==> config.mk <==
export PLATFORM = sky130hd
export DESIGN_NAME = alu_cmd_sequencer
export DESIGN_NICKNAME = d
export VERILOG_FILES = /design/src/rtl/alu_pkg.sv /design/src/rtl/alu_regfile.sv /design/src/rtl/alu_cmd_sequencer.sv
export SDC_FILE = /design/constraint.sdc
export NUM_CORES = 1
export LEC_CHECK = 0
export ABC_AREA = 1
export ABC_CLOCK_PERIOD_IN_PS = 1500
export CORE_UTILIZATION = 49
export CTS_CLUSTER_SIZE = 16
export DETAILED_ROUTE_END_ITERATION = 12
export PLACE_DENSITY = 0.78
export REMOVE_ABC_BUFFERS = 1
export SYNTH_ARGS = -nofsm -noshare
export SYNTH_HDL_FRONTEND = slang
export SYNTH_SLANG_ARGS = --single-unit
==> constraint.sdc <==
create_clock -name clk -period 1.5 [get_ports clk]
set_input_delay 0.225 -clock clk [delete_from_list [all_inputs] [get_ports clk]]
set_output_delay 0.225 -clock clk [all_outputs]
set_load 0.01 [all_outputs]
==> src/rtl/alu_pkg.sv <==
// Shared types for the ALU command sequencer: opcode enum, command/response records
// and the default datapath geometry.
package alu_pkg;

  localparam int ALU_DATA_W = 4;
  localparam int ALU_NREGS  = 4;
  localparam int ALU_REG_AW = 2;

  typedef enum logic [2:0] {
    ALU_ADD = 3'b000,
    ALU_SUB = 3'b001,
    ALU_AND = 3'b010,
    ALU_OR  = 3'b011,
    ALU_XOR = 3'b100,
    ALU_NOT = 3'b101,
    ALU_SHL = 3'b110,
    ALU_SHR = 3'b111
  } alu_op_e;

  typedef struct packed {
    logic                  imm;
    alu_op_e               op;
    logic [ALU_REG_AW-1:0] rd;
    logic [ALU_REG_AW-1:0] rs;
    logic [ALU_REG_AW-1:0] rt;
    logic [ALU_DATA_W-1:0] data;
  } alu_cmd_t;

  typedef struct packed {
    logic [ALU_REG_AW-1:0] rd;
    logic [ALU_DATA_W-1:0] result;
    logic                  carry;
    logic                  zero;
  } alu_rsp_t;

endpackage

==> src/rtl/alu_regfile.sv <==
// Small register file: two combinational read ports, one synchronous write port,
// synchronous clear.
module alu_regfile #(
  parameter int DATA_W = 4,
  parameter int NREGS  = 4,
  parameter int REG_AW = 2
) (
  input  logic              clk_i,
  input  logic              rst_i,
  input  logic [REG_AW-1:0] ra_a_i,
  output logic [DATA_W-1:0] rd_a_o,
  input  logic [REG_AW-1:0] ra_b_i,
  output logic [DATA_W-1:0] rd_b_o,
  input  logic              we_i,
  input  logic [REG_AW-1:0] wa_i,
  input  logic [DATA_W-1:0] wd_i
);

  logic [DATA_W-1:0] regs_q [NREGS];

  assign rd_a_o = regs_q[ra_a_i];
  assign rd_b_o = regs_q[ra_b_i];

  always_ff @(posedge clk_i) begin
    if (rst_i) begin
      for (int i = 0; i < NREGS; i++) regs_q[i] <= '0;
    end else if (we_i) begin
      regs_q[wa_i] <= wd_i;
    end
  end

endmodule

==> src/rtl/alu_cmd_sequencer.sv <==
// Issues register-based commands to an external combinational ALU, writes the result
// back to the register file and returns it on a response channel.
//
// state  | meaning
// IDLE   | ready for a command; operands sampled from the regfile on accept
// EXEC   | alu_* stable; result (or immediate) captured and written back
// RESP   | response held until rsp_ready
module alu_cmd_sequencer
  import alu_pkg::*;
#(
  parameter int DATA_W = ALU_DATA_W,
  parameter int NREGS  = ALU_NREGS,
  parameter int REG_AW = ALU_REG_AW
) (
  input  logic              clk,
  input  logic              rst,
  input  logic              cmd_valid,
  output logic              cmd_ready,
  input  logic              cmd_imm,
  input  logic [2:0]        cmd_op,
  input  logic [REG_AW-1:0] cmd_rd,
  input  logic [REG_AW-1:0] cmd_rs,
  input  logic [REG_AW-1:0] cmd_rt,
  input  logic [DATA_W-1:0] cmd_data,
  output logic [DATA_W-1:0] alu_a,
  output logic [DATA_W-1:0] alu_b,
  output logic [2:0]        alu_sel,
  input  logic [DATA_W-1:0] alu_result,
  input  logic              alu_carry,
  input  logic              alu_zero,
  output logic              rsp_valid,
  input  logic              rsp_ready,
  output logic [REG_AW-1:0] rsp_rd,
  output logic [DATA_W-1:0] rsp_result,
  output logic              rsp_carry,
  output logic              rsp_zero
);

  typedef enum logic [1:0] {S_IDLE, S_EXEC, S_RESP} state_e;

  state_e            state_q, state_d;
  logic              imm_q;
  logic [REG_AW-1:0] rd_q;
  logic [DATA_W-1:0] data_q;
  logic [DATA_W-1:0] alu_a_q, alu_b_q;
  alu_op_e           alu_sel_q;
  logic [REG_AW-1:0] rsp_rd_q;
  logic [DATA_W-1:0] rsp_result_q;
  logic              rsp_carry_q, rsp_zero_q;

  logic [DATA_W-1:0] rs_data, rt_data, wb_data_d;
  logic              accept, wb_en;

  assign accept    = cmd_valid && (state_q == S_IDLE);
  assign wb_en     = (state_q == S_EXEC);
  assign wb_data_d = imm_q ? data_q : alu_result;

  // Reset takes priority inside the regfile, so a command caught in EXEC never writes back.
  alu_regfile #(.DATA_W(DATA_W), .NREGS(NREGS), .REG_AW(REG_AW)) u_regfile (
    .clk_i  (clk),
    .rst_i  (rst),
    .ra_a_i (cmd_rs),
    .rd_a_o (rs_data),
    .ra_b_i (cmd_rt),
    .rd_b_o (rt_data),
    .we_i   (wb_en),
    .wa_i   (rd_q),
    .wd_i   (wb_data_d)
  );

  always_comb begin
    state_d = state_q;
    case (state_q)
      S_IDLE:  if (cmd_valid) state_d = S_EXEC;
      S_EXEC:  state_d = S_RESP;
      S_RESP:  if (rsp_ready) state_d = S_IDLE;
      default: state_d = S_IDLE;
    endcase
  end

  always_ff @(posedge clk) begin
    if (rst) begin
      state_q      <= S_IDLE;
      imm_q        <= 1'b0;
      rd_q         <= '0;
      data_q       <= '0;
      alu_a_q      <= '0;
      alu_b_q      <= '0;
      alu_sel_q    <= ALU_ADD;
      rsp_rd_q     <= '0;
      rsp_result_q <= '0;
      rsp_carry_q  <= 1'b0;
      rsp_zero_q   <= 1'b0;
    end else begin
      state_q <= state_d;
      if (accept) begin
        imm_q  <= cmd_imm;
        rd_q   <= cmd_rd;
        data_q <= cmd_data;
        // Immediates leave the ALU operands untouched so the ALU inputs never toggle needlessly.
        if (!cmd_imm) begin
          alu_a_q   <= rs_data;
          alu_b_q   <= rt_data;
          alu_sel_q <= alu_op_e'(cmd_op);
        end
      end
      if (wb_en) begin
        rsp_rd_q     <= rd_q;
        rsp_result_q <= wb_data_d;
        rsp_carry_q  <= !imm_q && alu_carry;
        rsp_zero_q   <= imm_q ? (data_q == '0) : alu_zero;
      end
    end
  end

  assign cmd_ready  = (state_q == S_IDLE);
  assign rsp_valid  = (state_q == S_RESP);
  assign alu_a      = alu_a_q;
  assign alu_b      = alu_b_q;
  assign alu_sel    = alu_sel_q;
  assign rsp_rd     = rsp_rd_q;
  assign rsp_result = rsp_result_q;
  assign rsp_carry  = rsp_carry_q;
  assign rsp_zero   = rsp_zero_q;

endmodule

* Word level (Yosys, flattened, before mapping)
Memories as Yosys holds them, arrays and structs flattened. A register that Yosys moved wholly into a read port is not among the register bits.
Index checks and enable logic that the tools add are counted.
Widths: inputs -> output; s select.
** Storage, ports and cells
- Register bits after elaboration :: 20
- Bits in writable memories :: 16
- Input port bits :: 24
- Output and inout port bits :: 21
- Logic and storage cells :: 36
- Memories kept :: 1
** Memories
- u_regfile.regs_q :: depth 4, width 4, read ports 2, clocked after memory_dff 2, wr ports 4, RTL line alu_regfile.sv:19 : logic [DATA_W-1:0] regs_q [NREGS];
** Cells by class
- Equal/unequal tests :: 4
- Mux-type cells :: 13
- Bitwise gates (word level) :: 1
- Reduce and logical (&&, ||, !) cells :: 8
** Operators by type and width (number)
- $mux 4 :: 2
- $mux 1 :: 7
- $mux 2 :: 3
- $pmux 2 s3 :: 1
- $logic_not 4->1 :: 1
- $reduce_and 2->1 :: 2
- $reduce_or 4->1 :: 1
- $eq 2x1->1 const B :: 1
- $eq 2x2->1 const B :: 1
- $logic_and 1x1->1 :: 2
- $logic_not 2->1 :: 1
- $ne 2x1->1 const B :: 1
- $ne 2x2->1 const B :: 1
- $logic_not 1->1 :: 1
- $not 1->1 :: 1

* Depth between registers and ports, before layout
Gate-level depths: netlist of the first run.
- Word-level depth :: 6
- Mapped depth :: 8
- Mapped depth without buffers :: 7

* Hierarchy
From an unflattened synthesis of the first run, not the netlist that was laid out.
** Unflattened totals
- Cells, all modules :: 317
- Area, all modules :: 2197.1 um2
** Modules (own cells, without submodules)
- alu_cmd_sequencer :: times used 1, cells each 189, area an instance 1243.7 um2, seq. area each 560.5 um2
- alu_regfile :: times used 1, cells each 128, area an instance 953.4 um2, seq. area each 480.5 um2

* Worst setup path before layout of the first run
Ideal clock, no wire load.
- Path type :: register -> register
- From :: register state_q[0]
- To :: memory u_regfile.regs_q[3][0] (enable)
- Library setup time :: 0.373 ns
- Arrival :: 1.017 ns
- Required time :: 1.127 ns
- Setup slack :: 0.110 ns
- Stages on the path, launching flop included :: 5
- Buffers on the path :: 0
- Period minus slack after synthesis :: 1.390 ns
- Cell sequence :: dfxtp_1 > inv_1 > nor2_2 > inv_2 > o31ai_1
** RTL lines
- start, declared :: RTL line alu_cmd_sequencer.sv:41 : state_e state_q, state_d;
- start signal, assigned :: RTL line alu_cmd_sequencer.sv:95 : state_q <= state_d;
- end, declared :: RTL line alu_regfile.sv:19

* Worst setup path in the final report of the first run
- From :: register rsp_rd_q[1], in the netlist rsp_rd[1]
- To :: output rsp_rd[1]
** RTL lines
- start, declared :: RTL line alu_cmd_sequencer.sv:47 : logic [REG_AW-1:0] rsp_rd_q;
- start signal, assigned :: RTL line alu_cmd_sequencer.sv:108 : rsp_rd_q <= rd_q;
- end, declared :: RTL line alu_cmd_sequencer.sv:33 : output logic [REG_AW-1:0] rsp_rd,
No word-level cell between the ends.

==> flow_summary_export.csv, run 1 <==
group,metric,value,unit
global_routing,grt_max_degree,14,
timing,setup_viol,0,
timing,worst_pin_slew,527,ps
timing,finalHoldViolCount,0,
synthesis,synth.area.top_cells,"dfxtp_1 28%, edfxtp_1 24%, nand2_1 17%",
cells_and_area,postLayoutCoreUtil,70.4,%
synthesis,synth_area,1980,µm²
pwr,finalPower,0.00254,W
timing,setup_slack,88.1,ps
floorplan,pin_count,45,
critical_path,critical_path_class,"reg -> out",
synthesis,async_flop_share,0,%
placed_design,dpl_worst_slack,-24.4,ps
cts,worstSkewPairLatency,290,ps
floorplan,initial_utilization,52.5,%
critical_path,cp-start-kind,"flip-flop",
critical_path,cp.required,1270,ps
drt,vias,1741,
cells_and_area,fillers,325,
cts,cts.sinks,44,
timing,fin_crit,1410,ps
run_status,status,"finished, final reports clean",
floorplan,rows,22,
critical_path,path_max_fanout,2,
synthesis,ys_ff_latch,44,
timing,drv_slew,0,
cts,ctsLongestPathBuffers,2,
drt,drt_wl_total,4190,µm
cts,numCtsBuffers,5,
pwr,power.switching,0.000654,W
synthesis,synth_top_area_cell,"dfxtp_1",
critical_path,cp-end-kind,"output port",
critical_path,cp_num_buf_inv,1,
pwr,p_seq_share,53.2,%
synthesis,synth-main-ff-cell,"dfxtp_1",
flow_run,maxCapViolCount,0,
hold_path,hp-class,"reg -> reg",
cts,clkSlewWorstSetupHoldPaths,80,ps
pwr,p_comb_share,16.7,%
critical_path,path_cells,"clkdlybuf4s50_1",
pwr,clockPowerShare,30.1,%
placed_design,hpwl,3270,µm
timing,rsz0062_at_grt,"false",
pwr,power_density,955,nW/µm²
cells_and_area,final_cells,364,
cells_and_area,diodes,0,
critical_path,crit_path_max_incr_delay,550,ps
global_routing,grt_pass1_vias,1605,
floorplan,core,3770,µm²
global_routing,antenna_found_initial,0,
global_routing,grtUsageTotal,22.2,%
pwr,leakagePower,1.22,nW
critical_path,cp_slowest_cell,"clkdlybuf4s50_1",
timing,slew_headroom,64.7,%
drt,ant_nets,0,
synthesis,synth.distinct_cells,19,
global_routing,gr-total-overflow,0,
drt,avgRoutedWirePerCell,11.5,µm
critical_path,cp.depth,1,
cells_and_area,syn_to_final_growth,34.0,%
synthesis,yosysWarningCount,0,
drt,drc_errors,0,
timing,clock_skew,8.04,ps
synthesis,netlist_instances,259,
cells_and_area,nets,339,
cts,cts_tree,"done",
synthesis,synth.most_common_cell,"nand2_1",
cells_and_area,drive_gt1_share,11.1,%
cts,htree_levels,2,
floorplan,die_y,65.6,µm
cts,root_buffer,"clkbuf_8",
placed_design,dp.cells,356,
critical_path,critPathTopFamily,"buffers and inverters",
global_routing,grt_pass1_wl,7060,µm
drt,first_pass_iters,4,
floorplan,die_area,4300,µm²
timing,timing.final.crit_share,94.1,%
synthesis,ys_seq_area_share,52.6,%
synthesis,synth_common_cells,"91 x nand2_1, 34 x inv_1, 28 x dfxtp_1",
pwr,switching_share,25.8,%
drt,avgViaCountPerCell,4.78,
floorplan,die_x,65.6,µm
synthesis,synth-edff-count,16,
placed_design,io_buffers,44,
synthesis,yosys.area.top_type_share,28.3,%
pwr,vdd_drop_max,739,µV
synthesis,syn_avg_cell_area,7.65,µm²
drt,drt-initial-drc-count,99,
cts,post_cts_buffers,0,
timing,max_freq,0.708,GHz
placed_design,gp_congestion,0.825,
critical_path,worst_ep_arrival_time,1190,ps
critical_path,r2r_cells,5,
pwr,internal-power,0.00188,W
hold_path,holdPathStages,2,
==> state kept, by name, summed over array words and instances, names as in the netlist <==
register and flops:
imm_q 1, u_regfile.regs_q 16, alu_sel 3, rsp_carry 1
rd_q 2, data_q 4, rsp_zero 1, rsp_result 4
alu_b 4, alu_a 4, state_q 2, rsp_rd 2
==> worst paths after layout <==
check / startpoint / to / slack [ps]
worst max register to register: state_q[0] / u_regfile.regs_q[3][0] / 110
worst min register to register: rsp_zero / rsp_zero / 460
worst min-delay path: rsp_zero / rsp_zero / 460
worst max-delay path: rsp_rd[1] / rsp_rd[1] / 90
==> layout make-up <==
class | instances | area [µm²] | area share [%]
sequential | 44 | 1040 | 39.3
multi-input combinational | 172 | 767 | 28.9
timing repair buffer | 57 | 561 | 21.1
inverter | 35 | 131 | 4.95
clock buffer | 6 | 82.6 | 3.11
tap | 48 | 60.1 | 2.26
clock inverter | 2 | 10.0 | 0.377
==> cell usage in the layout, fill, tap and decap left out, types with 5 or more instances in the layout <==
| cell type | instances |
|---|---|
| nand2_1 | 91 |
| clkdlybuf4s50_1 | 42 |
| inv_1 | 34 |
| dfxtp_1 | 27 |
| nor2_1 | 24 |
| nand3_1 | 18 |
| edfxtp_1 | 16 |
| a21oi_1 | 15 |
| buf_4 | 11 |
| o21ai_0 | 8 |
| clkbuf_8 | 6 |
| nand2_2 | 5 |
==> per-stage QoR <==
step / instance area (µm²) / setup TNS, ps / hold slack, ps
3_3_place_gp: 2560 / 0 / 442
5_1_grt: 2650 / 0 / 479
2_1_floorplan: 1940 / 0 / 294
3_5_place_dp: 2560 / -97.0 / 448
6_report: 2650 / 0 / 456
4_1_cts: 2650 / 0 / 460
==> power groups by stage <==
stage | clock network, W | registers (W) | logic [W]
2_1_floorplan | 0 | 0.00138 | 0.000190
3_3_place_gp | 0 | 0.00137 | 0.000423
3_5_place_dp | 0 | 0.00138 | 0.000428
4_1_cts | 0.000772 | 0.00135 | 0.000427
5_1_grt | 0.000850 | 0.00136 | 0.000471
6_report | 0.000763 | 0.00135 | 0.000424
==> timing repair <==
action,in CTS,in global routing
setup endpoints to repair,2,0
gates resized for setup,3,0
hold buffers,0,0
==> per-layer routing <==
layer	part of all wire (%)	track usage, %	up-vias
met5	0	0	-
met4	0.69	4.89	0
met3	5.1	6.77	4
met2	52	40.1	48
met1	42	25.4	774
li1	-	-	915
==> cells by family after synthesis <==
kind of cell,count (synthesis),synth area share (%)
and+or+nand+nor,145,31.6
DFF,44,52.6
buffers and inverters,43,8.72
AOI/OAI and AO/OA,27,7.07
Power figures use the tool's default switching activity.
==> run 2, diff against run 1 <==
--- a/config.mk
+++ b/config.mk
@@ -7,11 +7,13 @@
 export LEC_CHECK = 0
 export ABC_AREA = 1
 export ABC_CLOCK_PERIOD_IN_PS = 1500
+export CAP_MARGIN = 30
 export CORE_UTILIZATION = 49
 export CTS_CLUSTER_SIZE = 16
 export DETAILED_ROUTE_END_ITERATION = 12
 export PLACE_DENSITY = 0.78
 export REMOVE_ABC_BUFFERS = 1
+export SLEW_MARGIN = 25
 export SYNTH_ARGS = -nofsm -noshare
 export SYNTH_HDL_FRONTEND = slang
 export SYNTH_SLANG_ARGS = --single-unit
==> constraint.sdc (replaced) <==
create_clock -name clk -period 1.5 [get_ports clk]
set_input_delay 0.3 -clock clk [delete_from_list [all_inputs] [get_ports clk]]
set_output_delay 0.3 -clock clk [all_outputs]
set_load 0.01 [all_outputs]
==> run 2 against run 1 <==
Core utilization is 1.2 points higher. Routed wire length is 1.8% higher. Clock-buffer cell count stayed put. Sequential share of layout area is 0.66 points lower. Critical endpoint unchanged. Largest cell class unchanged.
==> flow_summary_export.csv, run 2 (synthesized netlist as in run 1, its figures left out) <==
group,metric,value,unit
placed_design,io_buffers,44,
timing,rsz0062_at_grt,"false",
timing,worst_pin_slew,515,ps
critical_path,path_cells,"clkdlybuf4s50_1",
cells_and_area,nets,343,
critical_path,cp-end-kind,"output port",
timing,setup_viol,0,
critical_path,path_max_fanout,2,
floorplan,die_y,65.6,µm
cts,worstSkewPairLatency,290,ps
placed_design,gp_congestion,0.820,
critical_path,r2r_cells,6,
cells_and_area,syn_to_final_growth,36.3,%
drt,vias,1737,
drt,avgViaCountPerCell,4.72,
drt,avgRoutedWirePerCell,11.6,µm
pwr,internal-power,0.00184,W
cells_and_area,largest_reg_flops,16,
critical_path,critPathTopFamily,"buffers and inverters",
run_status,status,"finished, final reports clean",
pwr,finalPower,0.00248,W
cts,htree_levels,2,
critical_path,critical_path_class,"reg -> out",
pwr,power_density,919,nW/µm²
cells_and_area,postLayoutCoreUtil,71.6,%
cells_and_area,fillers,323,
pwr,switching_share,25.9,%
critical_path,critical_path.endpoint,"rsp_rd[1]",
pwr,power.switching,0.000641,W
drt,drt-initial-drc-count,67,
critical_path,worst_ep_arrival_time,1180,ps
drt,ant_nets,0,
cells_and_area,diodes,0,
drt,wl_met3,193,µm
critical_path,cp_num_buf_inv,1,
cells_and_area,regArea,1040,µm²
cts,root_buffer,"clkbuf_8",
pwr,p_seq_share,54.3,%
critical_path,cp.depth,1,
floorplan,core,3770,µm²
cts,post_cts_buffers,0,
global_routing,grt_max_degree,14,
critical_path,cp-startpoint,"rsp_rd[1]",
global_routing,gr-total-overflow,0,
global_routing,grt_pass1_wl,7250,µm
cells_and_area,multi_input_area,767,µm²
pwr,leakagePower,1.41,nW
drt,drc_errors,0,
cts,clkSlewWorstSetupHoldPaths,80,ps
timing,slew_headroom,65.5,%
flow_run,maxCapViolCount,0,
timing,drv_slew,0,
critical_path,cp-start-kind,"flip-flop",
cells_and_area,drive_gt1_share,11.3,%
critical_path,worst-r2r-setup-slack,130,ps
placed_design,hpwl,3360,µm
floorplan,pin_count,45,
cells_and_area,final_cell_mix,"91 x nand2_1, 34 x inv_1, 31 x clkdlybuf4s50_1, 27 x dfxtp_1, 24 x nor2_1",
drt,wl_met1,1790,µm
cts,cts_tree,"done",
floorplan,initial_utilization,52.5,%
timing,timing.final.crit_share,98.4,%
drt,first_pass_iters,4,
pwr,clockPowerShare,28.0,%
critical_path,cp.required,1200,ps
hold_path,hp-class,"reg -> reg",
cts,numCtsBuffers,5,
critical_path,crit_path_max_incr_delay,540,ps
pwr,vdd_drop_max,549,µV
timing,setup_slack,24.0,ps
placed_design,dpl_worst_slack,-172,ps
drt,top_layer,"met4",
timing,fin_crit,1480,ps
critical_path,reg2reg_from,"state_q[0]",
cts,ctsHoldBuffers,0,
global_routing,antenna_found_initial,0,
cells_and_area,layout_commonest_cell,"nand2_1",
global_routing,grt_pass1_vias,1672,
floorplan,rows,22,
timing,clock_skew,3.00,ps
timing,finalHoldViolCount,0,
drt,met2_length,2200,µm
floorplan,die_area,4300,µm²
pwr,p_comb_share,17.6,%
drt,drt_wl_total,4270,µm
timing,max_freq,0.678,GHz
global_routing,grtUsageTotal,22.5,%
critical_path,cp_slowest_cell,"clkdlybuf4s50_1",
cells_and_area,regMostFlops,"u_regfile.regs_q",
cts,ctsLongestPathBuffers,2,
critical_path,rr_endpoint,"u_regfile.regs_q[3][2]",
floorplan,die_x,65.6,µm
cts,cts.sinks,44,
-- run 2: cell count changes in the layout (fill, tap and decap cells not counted), sizes merged --
| cell | previous run | this run |
|---|---|---|
| clkdlybuf4s50 | 42 | 31 |
| dlymetal6s2s | 0 | 11 |
| buf | 13 | 17 |
-- run 2: power groups by stage --
stage          logic (W)  registers (W)  clock network [W]
2_1_floorplan   0.000190        0.00138                  0
3_3_place_gp    0.000440        0.00137                  0
3_5_place_dp    0.000446        0.00138                  0
4_1_cts         0.000445        0.00135           0.000715
5_1_grt         0.000492        0.00136           0.000757
6_report        0.000438        0.00135           0.000695
-- run 2: worst min-delay path by stage --
stage | from | endpoint | cells after the start
2_1_floorplan | rst | alu_sel[0] | 1
3_3_place_gp | rsp_carry | rsp_carry | 2
3_5_place_dp | rsp_carry | rsp_carry | 2
4_1_cts | rsp_carry | rsp_carry | 2
5_1_grt | rsp_carry | rsp_carry | 2
6_report | rsp_carry | rsp_carry | 2
-- run 2: final cells by class --
cell class | count | area share (%)
timing repair buffer | 61 | 22.9
multi-input combinational | 172 | 28.4
clock buffer | 6 | 2.69
clock inverter | 2 | 0.278
inverter | 35 | 4.87
tap | 48 | 2.23
sequential | 44 | 38.6
-- run 2: routing by layer --
layer  vias up  GRT usage (%)
met4         0           8.42
met3        10           5.56
met2        43           41.8
met1       761           24.2
li1        923              -
met5         -              0
-- run 2: metrics by stage --
step           hold WS, ps  setup TNS, ps  cells  cell area [µm²]
6_report               462              0    368             2700
5_1_grt                468              0    368             2700
4_1_cts                459              0    368             2670
3_5_place_dp           449          -4930    360             2590
3_3_place_gp           441          -4520    360             2590
2_1_floorplan          369              0    251             1940
-- run 2: what timing repair did --
action,CTS,global route
pin swaps,0,0
hold endpoints to repair,0,0
gates resized for setup,3,12
setup endpoints to repair,2,15
==> variant, RTL diff (flow settings as in run 1) <==
Set the package constant `ALU_DATA_W` to 5 (it was 4).
--- a/src/rtl/alu_pkg.sv
+++ b/src/rtl/alu_pkg.sv
@@ -4,3 +4,3 @@
 
-  localparam int ALU_DATA_W = 4;
+  localparam int ALU_DATA_W = 5;
   localparam int ALU_NREGS  = 4;
Ports: changed (5 resized); port bits go from 45 to 50. No check against the original RTL was run, so the function may have changed too.
==> variant against run 1 <==
The flow now finishes with violations (design-rule violations); die area grew 18%; synthesized area rose by 18%; combinational power up 13%; sequential share of layout area increased by 1.4 points; utilization is 2.2 points lower; first-iteration DRC count up 73%; design area is 15% higher; power increased by 14%; critical path depth is 6 higher; sequential cell count rose by 8; setup slack worse by 0.046 ns; sequential power up 19%; wire length up 24%; cell count rose by 15%; highest routed layer unchanged.
==> variant: results (changes against run 1) <==
| Metric | Value |
|---|---|
| Largest net degree at the start of global routing | `16 (was 14)` |
| Static leakage | `1.37 nW (was 1.22 nW)` |
| CP Data Arrival Time | `1.51 ns (was 1.19 ns)` |
| Top post-synthesis cells by area | `dfxtp_1 (27%), edfxtp_1 (26%), nand2_1 (16%) (was dfxtp_1 (28%), edfxtp_1 (24%), nand2_1 (17%))` |
| Htree depth | `2 (unchanged)` |
| Gr usage total | `22.6% (was 22.2%)` |
| Post-synth EDFFs | `20 (was 16)` |
| VDD IR-drop max | `0.000563 V (was 0.000739 V)` |
| Async set-reset flop share out of synthesis | `0% (unchanged)` |
| Maximum fanout along the worst path | `8 (was 2)` |
| Pre-Repair DR Iteration Count | `9 (was 4)` |
| Root buffer cell | `clkbuf_8 (unchanged)` |
| Antenna diodes | `0 (unchanged)` |
| Worst r2r path cells | `7 (was 5)` |
| Drt total wl | `5200 µm (was 4190 µm)` |
| CP endpoint kind | `flip-flop (was output pin)` |
| Share of layout cells above drive strength 1 | `10.1% (was 11.1%)` |
| R2R Path End | `u_regfile.regs_q[0][0] (was u_regfile.regs_q[3][0])` |
| Via count | `2061 (was 1741)` |
| Fin Clk Skew | `0.00538 ns (was 0.00804 ns)` |
| Hold Path Class | `reg2reg (unchanged)` |
| Cell area after placement | `2950 µm² (was 2560 µm²)` |
| Fin Setup TNS | `0 ns (unchanged)` |
| Slew headroom | `69.4% (was 64.7%)` |
| Most flops, register | `u_regfile.regs_q (unchanged)` |
| YS warnings | `0 (unchanged)` |
| Launch point of the worst path | `state_q[1] (was rsp_rd[1])` |
| PortBufs | `49 (was 44)` |
| Fillcell total | `391 (was 325)` |
| DR iter-0 viols | `171 (was 99)` |
| Ys flop type | `dfxtp_1 (unchanged)` |
| First-pass GRT wire length | `8760 µm (was 7060 µm)` |
| Worst-Skew Late Latency | `~0.30 ns` |
| Placer Congestion | `0.910 (was 0.825)` |
| Vias in the first global route | `1969 (was 1605)` |
| Cell variety after synth | `18 (was 19)` |
| Top cells by count, synth | `nand2_1 (100), inv_1 (38), dfxtp_1 (32), nor2_1 (31), nand3_1 (29) (was nand2_1 (91), inv_1 (34), dfxtp_1 (28), nor2_1 (24), nand3_1 (18))` |
| Max FFs per register | `20 (was 16)` |
| Detail Placement HPWL | `4010 µm (was 3270 µm)` |
| Status | `finished, violations left (was finished, final reports clean)` |
| Failing checks | `design-rule violations` |
| FF-to-FF setup slack | `0.04 ns (was 0.11 ns)` |
| Initial antenna violation count | `0 (unchanged)` |
| Post-route DRC | `2 (was 0)` |
| Deepest clock path buffer count | `2 (unchanged)` |
| Num CTS Buffers | `5 (unchanged)` |
| Seq/Total Area, Yosys | `53.0% (was 52.6%)` |
| Nets | `391 (was 339)` |
| Clock-pin slew on the worst setup and hold paths | `~0.09 ns` |
## variant: cell types whose count changed in the layout (fill, tap and decap cells not counted), sizes merged, moves of 4 or more
cell	change
dfxtp	+4
nor2	+6
edfxtp	+4
clkdlybuf4s50	+5
nand3	+12
inv	+4
a21oi	+5
nand2	+6
## variant: kinds of logic after synthesis
| logic type | after synthesis | share of synthesized area [%] |
|---|---|---|
| DFF | 52 | 53.0 |
| buffers and inverters | 51 | 8.92 |
| and+or+nand+nor | 170 | 31.1 |
| AOI/OAI and AO/OA | 32 | 6.94 |
## variant: metal layers
layer | up-vias | share of wire, % | GRT usage, %
met4 | 0 | 2.6 | 9.78
met3 | 15 | 5.1 | 5.27
met5 | - | 0 | 0
met1 | 905 | 42 | 25.8
li1 | 1074 | - | -
met2 | 67 | 50 | 40.1
## variant: worst max-delay path, stage by stage, from the launching register on
cell,delay (ns)
dfxtp_1,0.38
inv_1,0.08
nand2_2,0.10
buf_4,0.18
nor2_4,0.06
buf_4,0.17
nand2_1,0.17
nor2_1,0.07
## variant: through the flow
step                cells  setup WS (ns)
CTS                   418         0.0293
finish                418         0.0423
floorplan             295         0.0637
global placement      410        -0.0542
global route          418        -0.0220
detailed placement    410        -0.0776
## variant: layout make-up
cell class	instances	area, µm²	area share [%]
Clock buffer	6	82.6	2.71
Multi-Input combinational cell	202	905	29.6
Tap cell	52	65.1	2.13
Inverter	41	154	5.04
Sequential cell	52	1240	40.7
Clock inverter	2	10.0	0.328
Timing Repair Buffer	63	593	19.4
## variant: report_power, final
group / switching (W) / internal, W
sequential: 0.0000549 / 0.00155
clock: 0.000440 / 0.000369
combinational: 0.000251 / 0.000228
total: 0.000746 / 0.00215
## variant: worst min-delay path by stage
stage               startpoint         end  slack, ns  depth (start not counted)
finish              alu_sel[2]  alu_sel[2]       0.47                          2
global placement    alu_sel[2]  alu_sel[2]       0.45                          2
global route         data_q[4]   data_q[4]       0.49                          2
floorplan                  rst  alu_sel[0]       0.29                          1
CTS                 alu_sel[2]  alu_sel[2]       0.47                          2
detailed placement  alu_sel[2]  alu_sel[2]       0.46                          2
## variant: timing repair
item	CTS	global route
buffers inserted	0	0
resized for setup	3	4
setup endpoints to repair	7	30
